[src/rtl/hazard_scoreboard_if.sv]
// rtl/hazard_scoreboard_if.sv - ID-stage issue and hazard-control signal bundle
interface hazard_scoreboard_if #(
  parameter int NUM_REGS = 4,
  parameter int REG_W    = 2,
  parameter int CNT_W    = 3,
  parameter int PERF_W   = 16
);
  logic                issue_valid;
  logic                use_rs;
  logic                use_rt;
  logic [REG_W-1:0]    rs_id;
  logic [REG_W-1:0]    rt_id;
  logic                writes_reg;
  logic [REG_W-1:0]    wr_reg;
  logic [CNT_W-1:0]    wr_lat;
  logic                is_branch;
  logic                is_jump;
  logic                branch_miss;
  logic                stall;
  logic                bubblify;
  logic                flush_if;
  logic                pc_write;
  logic                ir_write;
  logic                incr_num_inst;
  logic [NUM_REGS-1:0] busy;
  logic [PERF_W-1:0]   stall_cycles;
  logic [PERF_W-1:0]   flush_cycles;

  modport master (
    output issue_valid, use_rs, use_rt, rs_id, rt_id, writes_reg, wr_reg, wr_lat,
           is_branch, is_jump, branch_miss,
    input  stall, bubblify, flush_if, pc_write, ir_write, incr_num_inst, busy,
           stall_cycles, flush_cycles
  );

  modport slave (
    input  issue_valid, use_rs, use_rt, rs_id, rt_id, writes_reg, wr_reg, wr_lat,
           is_branch, is_jump, branch_miss,
    output stall, bubblify, flush_if, pc_write, ir_write, incr_num_inst, busy,
           stall_cycles, flush_cycles
  );
endinterface

[src/rtl/hazard_scoreboard.sv]
// rtl/hazard_scoreboard.sv - per-register latency scoreboard with stall/flush control
module hazard_scoreboard #(
  parameter int NUM_REGS       = 4,
  parameter int REG_W          = 2,
  parameter int CNT_W          = 3,
  parameter int BRANCH_MODE    = 1,
  parameter int RESOLVE_CYCLES = 2,
  parameter int PERF_W         = 16
) (
  input  logic              clk,
  input  logic              reset_n,
  hazard_scoreboard_if.slave hs
);
  localparam int FW_W = (RESOLVE_CYCLES > 1) ? $clog2(RESOLVE_CYCLES) : 1;
  localparam logic [FW_W-1:0] FW_LOAD = FW_W'(RESOLVE_CYCLES - 1);

  logic [CNT_W-1:0]  cnt [NUM_REGS];
  logic [FW_W-1:0]   fw_cnt;
  logic [FW_W-1:0]   fw_next;
  logic [PERF_W-1:0] stall_cnt;
  logic [PERF_W-1:0] flush_cnt;

  logic hazard;
  logic accept;
  logic flushing;
  logic stall;
  logic bubblify;
  logic flush_if;
  logic pc_write;
  logic ir_write;

  assign flushing = (fw_cnt != '0);
  assign hazard   = hs.issue_valid &&
                    ((hs.use_rs && (cnt[hs.rs_id] != '0)) ||
                     (hs.use_rt && (cnt[hs.rt_id] != '0)));
  assign accept   = hs.issue_valid && !hazard && !hs.branch_miss && !flushing;

  // Priority: branch_miss > data hazard > open flush window > newly accepted control transfer
  always_comb begin
    stall    = 1'b0;
    bubblify = 1'b0;
    flush_if = 1'b0;
    pc_write = 1'b1;
    ir_write = 1'b1;
    fw_next  = flushing ? (fw_cnt - 1'b1) : fw_cnt;
    if (hs.branch_miss) begin
      flush_if = 1'b1;
      bubblify = 1'b1;
      fw_next  = '0;
    end else if (hazard) begin
      stall    = 1'b1;
      bubblify = 1'b1;
      pc_write = 1'b0;
      ir_write = 1'b0;
    end else if (flushing) begin
      flush_if = 1'b1;
    end else if (accept) begin
      if (BRANCH_MODE == 0) begin
        if (hs.is_branch) begin
          flush_if = 1'b1;
          fw_next  = FW_LOAD;
        end else if (hs.is_jump) begin
          flush_if = 1'b1;
          fw_next  = '0;
        end
      end else if (hs.is_jump) begin
        flush_if = 1'b1;
      end
    end
  end

  always_ff @(posedge clk or negedge reset_n) begin
    if (!reset_n) begin
      for (int r = 0; r < NUM_REGS; r++) cnt[r] <= '0;
      fw_cnt    <= '0;
      stall_cnt <= '0;
      flush_cnt <= '0;
    end else begin
      // A fresh load on the destination wins over that register's own decrement
      for (int r = 0; r < NUM_REGS; r++) begin
        if (accept && hs.writes_reg && (hs.wr_reg == REG_W'(r))) begin
          cnt[r] <= hs.wr_lat;
        end else if (cnt[r] != '0) begin
          cnt[r] <= cnt[r] - 1'b1;
        end
      end
      fw_cnt <= fw_next;
      if (stall && (stall_cnt != '1)) stall_cnt <= stall_cnt + 1'b1;
      if (flush_if && (flush_cnt != '1)) flush_cnt <= flush_cnt + 1'b1;
    end
  end

  for (genvar g = 0; g < NUM_REGS; g++) begin : g_busy
    assign hs.busy[g] = (cnt[g] != '0);
  end

  assign hs.stall         = stall;
  assign hs.bubblify      = bubblify;
  assign hs.flush_if      = flush_if;
  assign hs.pc_write      = pc_write;
  assign hs.ir_write      = ir_write;
  assign hs.incr_num_inst = !(bubblify || flush_if);
  assign hs.stall_cycles  = stall_cnt;
  assign hs.flush_cycles  = flush_cnt;
endmodule

[src/flat_wrapper.sv]
// flat-port wrapper written by rule: the top's interface ports become plain ports
module hazard_scoreboard_flat 
#(
  parameter int NUM_REGS       = 4,
  parameter int REG_W          = 2,
  parameter int CNT_W          = 3,
  parameter int BRANCH_MODE    = 1,
  parameter int RESOLVE_CYCLES = 2,
  parameter int PERF_W         = 16
)
  (clk, reset_n, hs_issue_valid, hs_use_rs, hs_use_rt, hs_rs_id, hs_rt_id, hs_writes_reg, hs_wr_reg, hs_wr_lat, hs_is_branch, hs_is_jump, hs_branch_miss, hs_stall, hs_bubblify, hs_flush_if, hs_pc_write, hs_ir_write, hs_incr_num_inst, hs_busy, hs_stall_cycles, hs_flush_cycles);
  hazard_scoreboard_if #(.NUM_REGS(NUM_REGS), .REG_W(REG_W), .CNT_W(CNT_W), .PERF_W(PERF_W)) hs_i ();
  input  logic clk;
  input  logic reset_n;
  input wire logic [$bits(hs_i.issue_valid)-1:0] hs_issue_valid;
  input wire logic [$bits(hs_i.use_rs)-1:0] hs_use_rs;
  input wire logic [$bits(hs_i.use_rt)-1:0] hs_use_rt;
  input wire logic [$bits(hs_i.rs_id)-1:0] hs_rs_id;
  input wire logic [$bits(hs_i.rt_id)-1:0] hs_rt_id;
  input wire logic [$bits(hs_i.writes_reg)-1:0] hs_writes_reg;
  input wire logic [$bits(hs_i.wr_reg)-1:0] hs_wr_reg;
  input wire logic [$bits(hs_i.wr_lat)-1:0] hs_wr_lat;
  input wire logic [$bits(hs_i.is_branch)-1:0] hs_is_branch;
  input wire logic [$bits(hs_i.is_jump)-1:0] hs_is_jump;
  input wire logic [$bits(hs_i.branch_miss)-1:0] hs_branch_miss;
  output wire logic [$bits(hs_i.stall)-1:0] hs_stall;
  output wire logic [$bits(hs_i.bubblify)-1:0] hs_bubblify;
  output wire logic [$bits(hs_i.flush_if)-1:0] hs_flush_if;
  output wire logic [$bits(hs_i.pc_write)-1:0] hs_pc_write;
  output wire logic [$bits(hs_i.ir_write)-1:0] hs_ir_write;
  output wire logic [$bits(hs_i.incr_num_inst)-1:0] hs_incr_num_inst;
  output wire logic [$bits(hs_i.busy)-1:0] hs_busy;
  output wire logic [$bits(hs_i.stall_cycles)-1:0] hs_stall_cycles;
  output wire logic [$bits(hs_i.flush_cycles)-1:0] hs_flush_cycles;
  assign hs_i.issue_valid = hs_issue_valid;
  assign hs_i.use_rs = hs_use_rs;
  assign hs_i.use_rt = hs_use_rt;
  assign hs_i.rs_id = hs_rs_id;
  assign hs_i.rt_id = hs_rt_id;
  assign hs_i.writes_reg = hs_writes_reg;
  assign hs_i.wr_reg = hs_wr_reg;
  assign hs_i.wr_lat = hs_wr_lat;
  assign hs_i.is_branch = hs_is_branch;
  assign hs_i.is_jump = hs_is_jump;
  assign hs_i.branch_miss = hs_branch_miss;
  assign hs_stall = hs_i.stall;
  assign hs_bubblify = hs_i.bubblify;
  assign hs_flush_if = hs_i.flush_if;
  assign hs_pc_write = hs_i.pc_write;
  assign hs_ir_write = hs_i.ir_write;
  assign hs_incr_num_inst = hs_i.incr_num_inst;
  assign hs_busy = hs_i.busy;
  assign hs_stall_cycles = hs_i.stall_cycles;
  assign hs_flush_cycles = hs_i.flush_cycles;
  hazard_scoreboard #(.NUM_REGS(NUM_REGS), .REG_W(REG_W), .CNT_W(CNT_W), .BRANCH_MODE(BRANCH_MODE), .RESOLVE_CYCLES(RESOLVE_CYCLES), .PERF_W(PERF_W)) u_core (.clk(clk), .reset_n(reset_n), .hs(hs_i));
endmodule
[config.mk]
export PLATFORM = sky130hd
export DESIGN_NAME = hazard_scoreboard_flat
export DESIGN_NICKNAME = d
export VERILOG_FILES = /design/src/rtl/hazard_scoreboard_if.sv /design/src/rtl/hazard_scoreboard.sv /design/src/flat_wrapper.sv
export SDC_FILE = /design/constraint.sdc
export NUM_CORES = 1
export LEC_CHECK = 0
export CORE_ASPECT_RATIO = 0.7
export CORE_MARGIN = 10
export CORE_UTILIZATION = 40
export DETAILED_ROUTE_END_ITERATION = 12
export PLACE_DENSITY = 0.76
export SYNTH_ARGS = -nofsm -noshare
export SYNTH_HDL_FRONTEND = slang
export SYNTH_SLANG_ARGS = --single-unit
[constraint.sdc]
create_clock -name clk -period 2.1 [get_ports clk]
set_input_delay 0.525 -clock clk [delete_from_list [all_inputs] [get_ports clk]]
set_output_delay 0.525 -clock clk [all_outputs]
set_load 0.05 [all_outputs]
; After elaboration in Yosys (flattened, before gate mapping)
; Cells that the tools add are included.
[totals]
reg_bits = 45
word_cells = 79
output_inout_bits = 42
[classes]
n_addsub = 7
n_lt_le_gt_ge = 2
n_eq_ne = 5
n_mux = 26
reduce_logical = 30
n_bitwise = 2
[ops]
columns = operator, n
row1 = $mux W3, 12
row2 = $add A16 B1 Y16 const B, 2
row3 = $ne A16 B16 Y1 const B, 2
row4 = $reduce_bool A3 Y1, 6
row5 = $logic_and A1 B1 Y1, 13
row6 = $bmux W3 S2, 2
row7 = $mux W1, 12
row8 = $sub A3 B1 Y3 const B, 4
row9 = $reduce_bool A2 Y1, 4
row10 = $ge A3 B3 Y1 const B, 2
row11 = $not A2 Y3, 2
row12 = $eq A2 B2 Y1 const B, 2
row13 = $logic_not A1 Y1, 4
row14 = $eq A2 B1 Y1 const B, 1
row15 = $logic_not A2 Y1, 1
row16 = $logic_or A1 B1 Y1, 2
row17 = $sub A1 B1 Y1 const B, 1

; Depth between registers and ports, before layout
[logic_depth]
word_depth = 18
ltp_mapped = 7
ltp_nobuf = 7

; Worst setup path before layout
; Ideal clock, no wire load.
[synth_path]
kind = in2out
start = in hs_use_rs
end = out hs_stall
required_time_ps = 1575
stages = 4
n_path_buf = 0
arrival_ps = 2676
path_slack_ps = -1101
path_cell_list = nor3b_1 -> o32a_1 -> o41ai_2 -> inv_1
[synth_between]
elab_chain_len = 5
[synth_lines]
columns = element, line_no
row1 = start: declaration, flat_wrapper.sv:16  ; input wire logic [$bits(hs_i.use_rs)-1:0] hs_use_rs;
row2 = $logic_and A1 B1 Y1, hazard_scoreboard.sv:34  ; ((hs.use_rs && (cnt[hs.rs_id] != '0)) ||
row3 = $logic_or A1 B1 Y1, hazard_scoreboard.sv:34
row4 = $logic_and A1 B1 Y1, hazard_scoreboard.sv:33  ; assign hazard = hs.issue_valid &&
row5 = $mux W1, hazard_scoreboard.sv:50  ; end else if (hazard) begin
row6 = $mux W1, hazard_scoreboard.sv:46  ; if (hs.branch_miss) begin
row7 = end: declaration, flat_wrapper.sv:26  ; output wire logic [$bits(hs_i.stall)-1:0] hs_stall;
; Every way passes these cells.

; Worst setup path after layout
[layout_path]
start = reg u_core.cnt[11] (netlist name)
end = out hs_incr_num_inst
[layout_between]
elab_chain_len = 17
elab_cells_between_ends = 24
[layout_lines]
columns = element, line_no
row1 = start: declaration, hazard_scoreboard.sv:17  ; logic [CNT_W-1:0] cnt [NUM_REGS];
row2 = start signal: indexed assignment, hazard_scoreboard.sv:82  ; cnt[r] <= hs.wr_lat;
row3 = start signal: indexed assignment, hazard_scoreboard.sv:84  ; cnt[r] <= cnt[r] - 1'b1;
row4 = $bmux W3 S2 (on tied branches), "hazard_scoreboard.sv:34, hazard_scoreboard.sv:35"
row5 = $mux W3 (on tied branches) (2 in a row), "hazard_scoreboard.sv:34, hazard_scoreboard.sv:35"
row6 = $reduce_bool A3 Y1 (on tied branches), "hazard_scoreboard.sv:34, hazard_scoreboard.sv:35"
row7 = $logic_and A1 B1 Y1 (on tied branches), "hazard_scoreboard.sv:34, hazard_scoreboard.sv:35"
row8 = $logic_or A1 B1 Y1 *, hazard_scoreboard.sv:34
row9 = $logic_and A1 B1 Y1 *, hazard_scoreboard.sv:33
row10 = $logic_not A1 Y1, hazard_scoreboard.sv:36  ; assign accept = hs.issue_valid && !hazard && !hs.branch_miss && !flushing;
row11 = $logic_and A1 B1 Y1 (3 in a row), hazard_scoreboard.sv:36
row12 = $mux W1, hazard_scoreboard.sv:57  ; end else if (accept) begin
row13 = $mux W1, hazard_scoreboard.sv:55  ; end else if (flushing) begin
row14 = $mux W1, hazard_scoreboard.sv:50
row15 = $mux W1, hazard_scoreboard.sv:46
row16 = $logic_or A1 B1 Y1 *, hazard_scoreboard.sv:102  ; assign hs.incr_num_inst = !(bubblify || flush_if);
row17 = $logic_not A1 Y1 *, hazard_scoreboard.sv:102
row18 = end: declaration, flat_wrapper.sv:31  ; output wire logic [$bits(hs_i.incr_num_inst)-1:0] hs_incr_num_inst;
; Every way passes the cells marked *; elsewhere a longest branch is shown, timed or not. The select of a mux whose other input is x is not followed.

==> impl_metrics.ini <==
[finish]
fillers = 446
seqCellArea_mm2 = 0.00110
nNetsFinal = 380
multiInputGateArea_mm2 = 0.00160
n_antenna_cell = 0
drive_gt1_frac = 0.433
area_growth_pct = 62.6
fin_util = 0.682

[route]
vias = 2240
wl_per_cell_um = 16.7
remaining_drc_errors = 0
routed_wl_um = 7160
drtAntennaViolNets = 0
drt_iter0_markers = 112
drt-pass1-iter-count = 4
avgViaCountPerCell = 5.23

[synthesis]
syn-cell-area_mm2 = 0.00244
synthTopCellsByArea = dfrtp_1, xnor2_1, ha_1
synth_top_area_share = 0.452
synth_seq_cells = 44
synth_area_leader_cell = dfrtp_1
synth_nets = 273
yosys_warnings = 0
yosysSeqAreaShare = 0.452
synthCells = 245
syn_avg_cell_area_um2 = 9.95
synth.distinct_cells = 38

[timing]
finalCritPeriodShare = 1.22
finalWorstPathRequiredPeriod_ns = 2.57
hold_viol = 0
holdWs_ns = 0.214
tightest_slew_ns = 0.568
finClkSkew_ns = 0.0103
maxSlewHeadroom = 0.622
rsz0062_at_grt = yes
timing.fmax_mhz = 389
final-setup-viol-count = 22
finalWorstSetupSlack_ns = -0.469
drv_slew = 0

[power_and_ir_drop]
p_int_mw = 2.72
irDropWorstVdd_v = 0.00101
p_comb_frac = 0.562
seqPwrFrac = 0.293
p_sw_mw = 2.05
total_leakage_power_nw = 1.86
swShare = 0.430
p_total_mw = 4.76
pwr-share-clk = 0.146
power_density_mw_per_mm2 = 1200

[floorplanning]
core-area_mm2 = 0.00581
row_count = 23
die_h_um = 85.3
start_util = 0.419
ios = 60
die_w_um = 113
die_area_mm2 = 0.00967

[clocking]
postCtsHoldBufs = 0
clkLatencyLatePin_ns = 0.29
cts_max_path_buffers = 2
cts_max_level = 2
clock_tree.root_cell = clkbuf_8
cts_buffers = 5
cts_tree = built
cts_num_sinks = 44
clk_pin_slew_ns = 0.09

[placement]
io_buffers = 58
dp_hpwl_um = 5070
post-place-ws_ns = -0.854
routabilityCongestion = 0.828

[critical_path]
worst-path-max-fanout = 2
r2r_end = u_core.hs.flush_cycles[11]
cp_slowest_cell = or4_4
path_cells = o32a_1 -> or4_4 -> o21a_1 -> nor2_4 -> buf_12
r2r_slack_ns = -0.11
end_kind = output port
crit_type = reg2out
worstRegToRegCells = 9
cp-startpoint = u_core.cnt[11]
crit_required_ns = 1.57
startpoint_type = register
cp-endpoint = hs_incr_num_inst
crit_cells = 5
cp.arrival_ns = 2.04
critPathBufInv = 1
r2r_start = u_core.cnt[11]
cp_slowest_stage_delay_ns = 0.51
cpLargestDelayFamily = simple AND/OR/NAND/NOR gates

[global_routing]
first_global_vias = 2344
grt_max_degree = 24
track_usage = 0.144
grt_pass1_wl_um = 11700
antenna_found_initial = 0
grt_overflow = 0

[flow_run]
maxCapViolations = 0

[status]
status = finished, violations left
violations = negative setup slack

[hold_path]
hold_class = in2async
per-layer routing:
metal / track usage / vias up / share of wire / wire length (um)
met3: 0.0513 / 6 / 0.066 / 469
met1: 0.184 / 1107 / 0.45 / 3250
met2: 0.228 / 55 / 0.47 / 3390
li1: - / 1072 / - / -
met4: 0.0310 / 0 / 0.0067 / 48
met5: 0 / - / 0 / 0
worst min path at each step:
stage                                             to  slack [ns]                       start  cells past startpoint
final                     u_core.hs.stall_cycles[10]        0.21                     reset_n                      1
after CTS                 u_core.hs.stall_cycles[10]        0.23                     reset_n                      1
after detailed placement  u_core.hs.flush_cycles[10]        0.48  u_core.hs.flush_cycles[10]                      1
after floorplan                        u_core.cnt[0]        0.23                     reset_n                      0
after global placement    u_core.hs.flush_cycles[10]        0.47  u_core.hs.flush_cycles[10]                      1
after global routing      u_core.hs.stall_cycles[11]        0.24                     reset_n                      1
layout by cell type, fill, tap and decap left out, types with 2 or more instances in the layout:
cell / n
nor4_4: 2
buf_4: 62
and3_1: 7
nor2_4: 6
nand4_1: 5
mux2_4: 9
nand3b_1: 4
ha_1: 10
nand2b_1: 6
xnor2_1: 16
nor2_2: 4
clkdlybuf4s50_1: 13
nand2_1: 13
nor3b_2: 3
a21oi_1: 11
mux2_2: 2
mux2i_1: 3
nor2_1: 9
clkbuf_8: 6
or4_4: 2
xor2_1: 14
and4_1: 4
nor3_2: 3
and2_1: 2
nor3_4: 8
nand3_1: 16
buf_12: 10
dfrtp_1: 44
buf_8: 3
nand2_4: 2
buf_2: 5
buf_6: 7
inv_1: 11
a21oi_2: 4
o21ai_0: 2
dlymetal6s2s_1: 2
worst reg2reg max path, delay by kind of cell (launching register included):
family / cells / cell delay, ns
AOI/OAI and AO/OA: 2 / 0.50
buffers and inverters: 4 / 0.61
xor gates and xnor gates: 1 / 0.19
DFF: 1 / 0.39
and+or+nand+nor: 2 / 0.46
per-stage QoR:
step / setup TNS (ns) / instances / instance area, um2
global route: -5.23 / 428 / 3960
floorplan: -5.63 / 245 / 2490
global placement: -28.43 / 408 / 3420
detailed placement: -29.42 / 408 / 3420
finish: -3.23 / 428 / 3960
CTS: -4.32 / 427 / 3890
sequential cells by signal, summed over array words and instances, names as in the netlist:
signal	cells
u_core.cnt	12
u_core.hs.flush_cycles	16
u_core.hs.stall_cycles	16
cells by family after synthesis:
family	count (synthesis)	share of synthesized area
compound gates	26	0.0662
xor+xnor	30	0.108
fa+ha+maj	10	0.0513
buf+inv	18	0.0303
flops	44	0.452
mux	14	0.0631
simple gates	103	0.229
final cells by class:
type / instances / share of cell area
timing repair buffer: 105 / 0.251
tap: 75 / 0.0237
multi-input combinational: 183 / 0.403
sequential: 44 / 0.278
clock buffer: 6 / 0.0208
inverter: 13 / 0.0139
clock inverter: 2 / 0.00979
timing repair:
action,4_1_cts,5_1_grt
pin swaps,25,20
buffers inserted,11,4
gates resized for setup,81,27
gates cloned,1,0
endpoints found under the hold margin,0,0
endpoints found under the setup margin,51,42
Yosys cell counts:
cell type,number
nand3_1,16
nand3b_1,4
xor2_1,14
nor4b_1,1
mux2i_1,3
o41ai_2,1
o32a_1,1
o311ai_0,1
and3_1,7
nand2b_1,6
nand4b_1,1
o2bb2ai_1,1
nand4_1,5
buf_4,1
o21ai_0,3
nor4_2,1
or4_4,1
nor3_1,12
nor2b_1,1
or4_1,1
mux2_2,11
nor3b_1,4
a31oi_1,2
o21a_1,1
nor4_1,1
nand2_1,16
nor2_1,19
a21o_1,1
and4_1,4
dfrtp_1,44
or3_1,1
clkbuf_1,2
a21oi_1,15
xnor2_1,16
ha_1,10
and2_1,2
inv_1,13
buf_2,2
power groups by stage:
| stage | Combinational, mW | Sequential (mW) | Clock (mW) |
|---|---|---|---|
| after floorplan | 0.996 | 1.82 | 0 |
| after global placement | 2.32 | 1.35 | 0 |
| after detailed placement | 2.39 | 1.36 | 0 |
| after CTS | 2.61 | 1.36 | 0.707 |
| after global routing | 2.86 | 1.43 | 0.747 |
| final | 2.67 | 1.39 | 0.695 |
Note: power is estimated with default switching activity, not from simulation.
